[config.mk]
export PLATFORM = sky130hd
export DESIGN_NAME = restoring_divider
export DESIGN_NICKNAME = d
export VERILOG_FILES = /design/src/rtl/restoring_divider.sv
export SDC_FILE = /design/constraint.sdc
export NUM_CORES = 1
export LEC_CHECK = 0
export ABC_AREA = 1
export CELL_PAD_IN_SITES_DETAIL_PLACEMENT = 1
export CELL_PAD_IN_SITES_GLOBAL_PLACEMENT = 2
export CORE_ASPECT_RATIO = 0.7
export CORE_UTILIZATION = 29
export CTS_CLUSTER_DIAMETER = 30
export CTS_CLUSTER_SIZE = 28
export DETAILED_ROUTE_END_ITERATION = 6
export PLACE_DENSITY_LB_ADDON = 0.1
export SYNTH_ARGS = -nofsm -noshare
export SYNTH_HDL_FRONTEND = slang
export SYNTH_SLANG_ARGS = --single-unit
[constraint.sdc]
create_clock -name clk -period 1.6 [get_ports clk]
set_input_delay 0.48 -clock clk [delete_from_list [all_inputs] [get_ports clk]]
set_output_delay 0.48 -clock clk [all_outputs]
set_load 0.1 [all_outputs]
[src/rtl/restoring_divider.sv]
// Sequential restoring divider: one quotient bit per clock behind a start/busy/done handshake.
// Define DIV_SIGNED_EN for two's-complement operands (magnitude divide plus sign fix-up).
module restoring_divider #(
  parameter int WIDTH = 8
) (
  input  logic             clk,
  input  logic             rst_n,
  input  logic             start,
  input  logic [WIDTH-1:0] dividend,
  input  logic [WIDTH-1:0] divisor,
  output logic             busy,
  output logic             done,
  output logic [WIDTH-1:0] quotient,
  output logic [WIDTH-1:0] remainder,
  output logic             div_by_zero
);

  localparam int CW = $clog2(WIDTH);
  localparam logic [CW-1:0] CNT_LAST = CW'(WIDTH - 1);

  localparam logic [1:0] IDLE = 2'd0;
  localparam logic [1:0] CALC = 2'd1;
  localparam logic [1:0] DONE = 2'd2;

  logic [1:0]       state_q, state_d;
  logic [CW-1:0]    cnt_q, cnt_d;
  logic [WIDTH-1:0] rem_q, rem_d;
  logic [WIDTH-1:0] quo_q, quo_d;
  logic [WIDTH-1:0] dvs_q, dvs_d;
  logic [WIDTH-1:0] quotient_q, quotient_d;
  logic [WIDTH-1:0] remainder_q, remainder_d;
  logic             dbz_q, dbz_d;
  logic             done_q, done_d;
  logic [WIDTH:0]   trial;

`ifdef DIV_SIGNED_EN
  logic dvd_neg_q, dvd_neg_d;
  logic q_neg_q, q_neg_d;

  function automatic logic [WIDTH-1:0] mag(input logic [WIDTH-1:0] v);
    return v[WIDTH-1] ? -v : v;
  endfunction
`endif

  // R only ever holds values below D, so its stored top bit is always zero;
  // the extra bit lives in the shifted trial value used for the compare.
  assign trial = {rem_q, quo_q[WIDTH-1]};

  always_comb begin
    // NOTE: every next-state signal gets its hold value first so no path infers a latch.
    state_d     = state_q;
    cnt_d       = cnt_q;
    rem_d       = rem_q;
    quo_d       = quo_q;
    dvs_d       = dvs_q;
    quotient_d  = quotient_q;
    remainder_d = remainder_q;
    dbz_d       = dbz_q;
    done_d      = 1'b0;
`ifdef DIV_SIGNED_EN
    dvd_neg_d   = dvd_neg_q;
    q_neg_d     = q_neg_q;
`endif
    case (state_q)
      IDLE: begin
        if (start) begin
          dbz_d = 1'b0;
          rem_d = '0;
          cnt_d = CNT_LAST;
`ifdef DIV_SIGNED_EN
          quo_d     = mag(dividend);
          dvs_d     = mag(divisor);
          dvd_neg_d = dividend[WIDTH-1];
          q_neg_d   = dividend[WIDTH-1] ^ divisor[WIDTH-1];
`else
          quo_d = dividend;
          dvs_d = divisor;
`endif
          state_d = (divisor == '0) ? DONE : CALC;
        end
      end
      CALC: begin
        if (trial >= {1'b0, dvs_q}) begin
          rem_d = WIDTH'(trial - {1'b0, dvs_q});
          quo_d = {quo_q[WIDTH-2:0], 1'b1};
        end else begin
          rem_d = trial[WIDTH-1:0];
          quo_d = {quo_q[WIDTH-2:0], 1'b0};
        end
        if (cnt_q == '0) state_d = DONE;
        else             cnt_d   = cnt_q - 1'b1;
      end
      DONE: begin
        done_d  = 1'b1;
        state_d = IDLE;
        // A zero divisor skips CALC, so quo_q still holds the captured dividend.
        if (dvs_q == '0) begin
          dbz_d = 1'b1;
`ifdef DIV_SIGNED_EN
          quotient_d  = dvd_neg_q ? WIDTH'(1) : '1;
          remainder_d = dvd_neg_q ? -quo_q : quo_q;
`else
          quotient_d  = '1;
          remainder_d = quo_q;
`endif
        end else begin
`ifdef DIV_SIGNED_EN
          quotient_d  = q_neg_q ? -quo_q : quo_q;
          remainder_d = dvd_neg_q ? -rem_q : rem_q;
`else
          quotient_d  = quo_q;
          remainder_d = rem_q;
`endif
        end
      end
      default: state_d = IDLE;
    endcase
  end

  // NOTE: sequential state uses non-blocking assignments so all registers update together.
  always_ff @(posedge clk or negedge rst_n) begin
    if (!rst_n) begin
      state_q     <= IDLE;
      cnt_q       <= '0;
      rem_q       <= '0;
      quo_q       <= '0;
      dvs_q       <= '0;
      quotient_q  <= '0;
      remainder_q <= '0;
      dbz_q       <= 1'b0;
      done_q      <= 1'b0;
`ifdef DIV_SIGNED_EN
      dvd_neg_q   <= 1'b0;
      q_neg_q     <= 1'b0;
`endif
    end else begin
      state_q     <= state_d;
      cnt_q       <= cnt_d;
      rem_q       <= rem_d;
      quo_q       <= quo_d;
      dvs_q       <= dvs_d;
      quotient_q  <= quotient_d;
      remainder_q <= remainder_d;
      dbz_q       <= dbz_d;
      done_q      <= done_d;
`ifdef DIV_SIGNED_EN
      dvd_neg_q   <= dvd_neg_d;
      q_neg_q     <= q_neg_d;
`endif
    end
  end

  // Busy spans the working states plus the registered done cycle.
  assign busy        = (state_q != IDLE) || done_q;
  assign done        = done_q;
  assign quotient    = quotient_q;
  assign remainder   = remainder_q;
  assign div_by_zero = dbz_q;

endmodule

==> results.cfg <==
[worst_setup_path]
cp_slowest_stage_delay_ps = 410
crit_path_frequent_cell = nand2_1
path_buf_inv = 1
critPathCaptureType = flop
cp.arrival_ps = 1880
critPathLaunch = rem_q[5]
critPathKind = reg -> reg
start_kind = flop
crit_chain = ha_4 -> inv_1 -> nor2_1 -> nand2_1 -> nor2_2 -> nor2_4 -> nand2_4 -> nand2_4 -> nand2_2 -> nand2_1 -> nand2_1
crit_fanout = 7
worstReg2RegStart = rem_q[5]
cp_slowest_cell = dfrtp_1
required_ps = 1780
critical_path.top_delay_family = simple AND/OR/NAND/NOR gates

[cts]
root_buffer = clkbuf_16
cts_tree = yes
cts_sinks = 47
clock_tree.buffer_depth = 2
clkTransAtPathRegs_ps = 70
cts_hold_buf = 0
numCtsBuffers = 5
htreeDepth = 2
clock_latency_ps = 290

[global_route]
antenna_found_initial = 0
grt_max_degree = 31
overflow = 0
track_usage_pct = 19.1
first_global_vias = 2546
grt_pass1_wl_um = 13400

[final_layout]
drive_gt1_share_pct = 41.2
fin_util_pct = 48.1
diodes = 0
syn2layout_area_growth_pct = 57.7
final_nets = 432

[synthesis]
synth_flop_cell = dfrtp_1
async_reset_ff_share_pct = 100
synth_area_um2 = 2630
syn-num-nets = 339
ys_ff_latch = 47
yosysUniqueCellTypes = 34
yosys.cell_count.top_type = nand2_1
avgSynthCellArea_um2 = 8.51
synth_edf_count = 0
synth_area_leaders = dfrtp_1 (45%), nand2_1 (12%), inv_1 (5.6%)
ys_seq_area_share_pct = 44.7
yosysWarnings = 0
synth_top_cell_area_share_pct = 44.7
synth_area_leader_cell = dfrtp_1
synth_cells = 309
yosys-top-cells-count = nand2_1 (85), dfrtp_1 (47), inv_1 (39)

[floorplan]
rows = 28
die-area_um2 = 9460
die_h_um = 81.7
io_pins = 38
dieWidth_um = 116
initial_utilization_pct = 30.5
design.core.area_um2 = 8620

[place]
port_buffers = 37
place_congestion = 0.813
dp_slack_ps = -223
dp_hpwl_um = 6090

[drt]
ant_nets = 0
drtIter0Drc = 100
routed_via_density = 4.65
wire_per_inst_um = 16.0
route.detailed.drc = 0
drtPass1Iterations = 4
routed_wl_um = 8340
num_vias = 2431

[worst_hold_path]
min_path_type = in -> async

[status]
violations = negative setup slack
status = finished, violations left

[sta]
post-route-min-period_ps = 1700
max_freq_mhz = 588
max_slew_margin_pct = 77.2
worst_slew_pin_slew_ps = 342
slew_viol_final = 0
final.period_utilization_pct = 106
worst_slack_ps = -101
rsz0062_at_grt = true
skew_ps = 2.97
fin_tns_setup_ps = -444
setup_viol = 9
hold_viol = 0

[run]
drv_cap = 0
routing by layer:
layer  track usage (%)  wire [µm]  vias up
met1              27.5       4260     1193
met4              5.38         76        0
met2              29.6       3720       49
met3              3.17        292        7
li1                  -          -     1182
met5                 0          0        -
logic make-up (layout without fill, tap and decap cells):
group	Yosys count	count (layout)	synth area share (%)
flops	47	47	44.7
xor+xnor	3	3	0.999
simple gates	151	153	27.4
fa+ha+maj	11	11	5.52
buf+inv	52	144	8.75
compound gates	45	45	12.7
through the flow:
step           instance area [µm²]  instances  hold slack [ps]
2_1_floorplan                 2640        309              184
3_3_place_gp                  3640        502              404
3_5_place_dp                  3640        502              401
4_1_cts                       4030        516             85.4
5_1_grt                       4150        523             97.0
6_report                      4150        523             80.8
sequential cells by signal, summed over array words and instances, names as in the netlist:
| register | flops |
|---|---|
| div_by_zero | 1 |
| state_q | 2 |
| done | 1 |
| rem_q | 8 |
| quotient | 8 |
| cnt_q | 3 |
| quo_q | 8 |
| remainder | 8 |
| dvs_q | 8 |
worst reg2reg max path: stages, from the launching register on:
cell     delay, ps
dfrtp_1        410
ha_4           270
inv_1           90
nor2_1          50
nand2_1         80
nor2_2          50
nor2_4         230
nand2_4        130
nand2_4        100
nand2_2         40
nand2_1         50
nand2_1         70
worst paths after layout:
| check | depth (start not counted) | to | slack [ps] |
|---|---|---|---|
| worst max-delay path | 11 | rem_q[7] | -100 |
| worst min-delay path | 1 | rem_q[5] | 80 |
| worst max register to register | 11 | rem_q[7] | -100 |
| worst min register to register | 1 | cnt_q[1] | 490 |
| max in group asynchronous | 2 | state_q[1] | 1020 |
| min in group clk | 1 | cnt_q[1] | 490 |
cell usage in the layout, fill, tap and decap left out, types with 2 or more instances in the layout:
| cell type | instances |
|---|---|
| clkdlybuf4s50_1 | 17 |
| inv_1 | 30 |
| o21ai_2 | 3 |
| o21ai_1 | 2 |
| nand4_1 | 4 |
| nand2_1 | 67 |
| nand2_4 | 6 |
| inv_4 | 2 |
| a21oi_1 | 11 |
| a221oi_2 | 2 |
| buf_4 | 49 |
| ha_4 | 8 |
| nor2_4 | 7 |
| nand3_1 | 14 |
| nand2_2 | 19 |
| buf_12 | 21 |
| nor3_1 | 2 |
| nand3_2 | 3 |
| o211ai_2 | 6 |
| buf_6 | 3 |
| dfrtp_2 | 3 |
| dfrtp_1 | 44 |
| inv_2 | 13 |
| clkbuf_16 | 5 |
| o21ai_0 | 9 |
| xor2_1 | 2 |
| nand3b_1 | 5 |
| o211ai_1 | 8 |
| nor2_1 | 17 |
| nor2_2 | 4 |
| ha_1 | 2 |
layout make-up:
cell class              count  area (µm²)
well taps                 120         150
clock inverters             2        35.0
multi-input cells         212        1470
flip-flops and latches     47        1180
inverters                  45         174
repair buffers             91         997
fillers                  1035        4470
clock buffers               6         139
what timing repair did:
item,CTS,global route
endpoints found under the setup margin,10,26
hold endpoints to repair,0,0
setup buffers,5,8
resized for setup,37,21
pin swaps,21,20
cloned,1,1
Power is left out: the tool's default activity adds up to more than one toggle a clock period on the data nets, which glitch-free logic cannot reach.
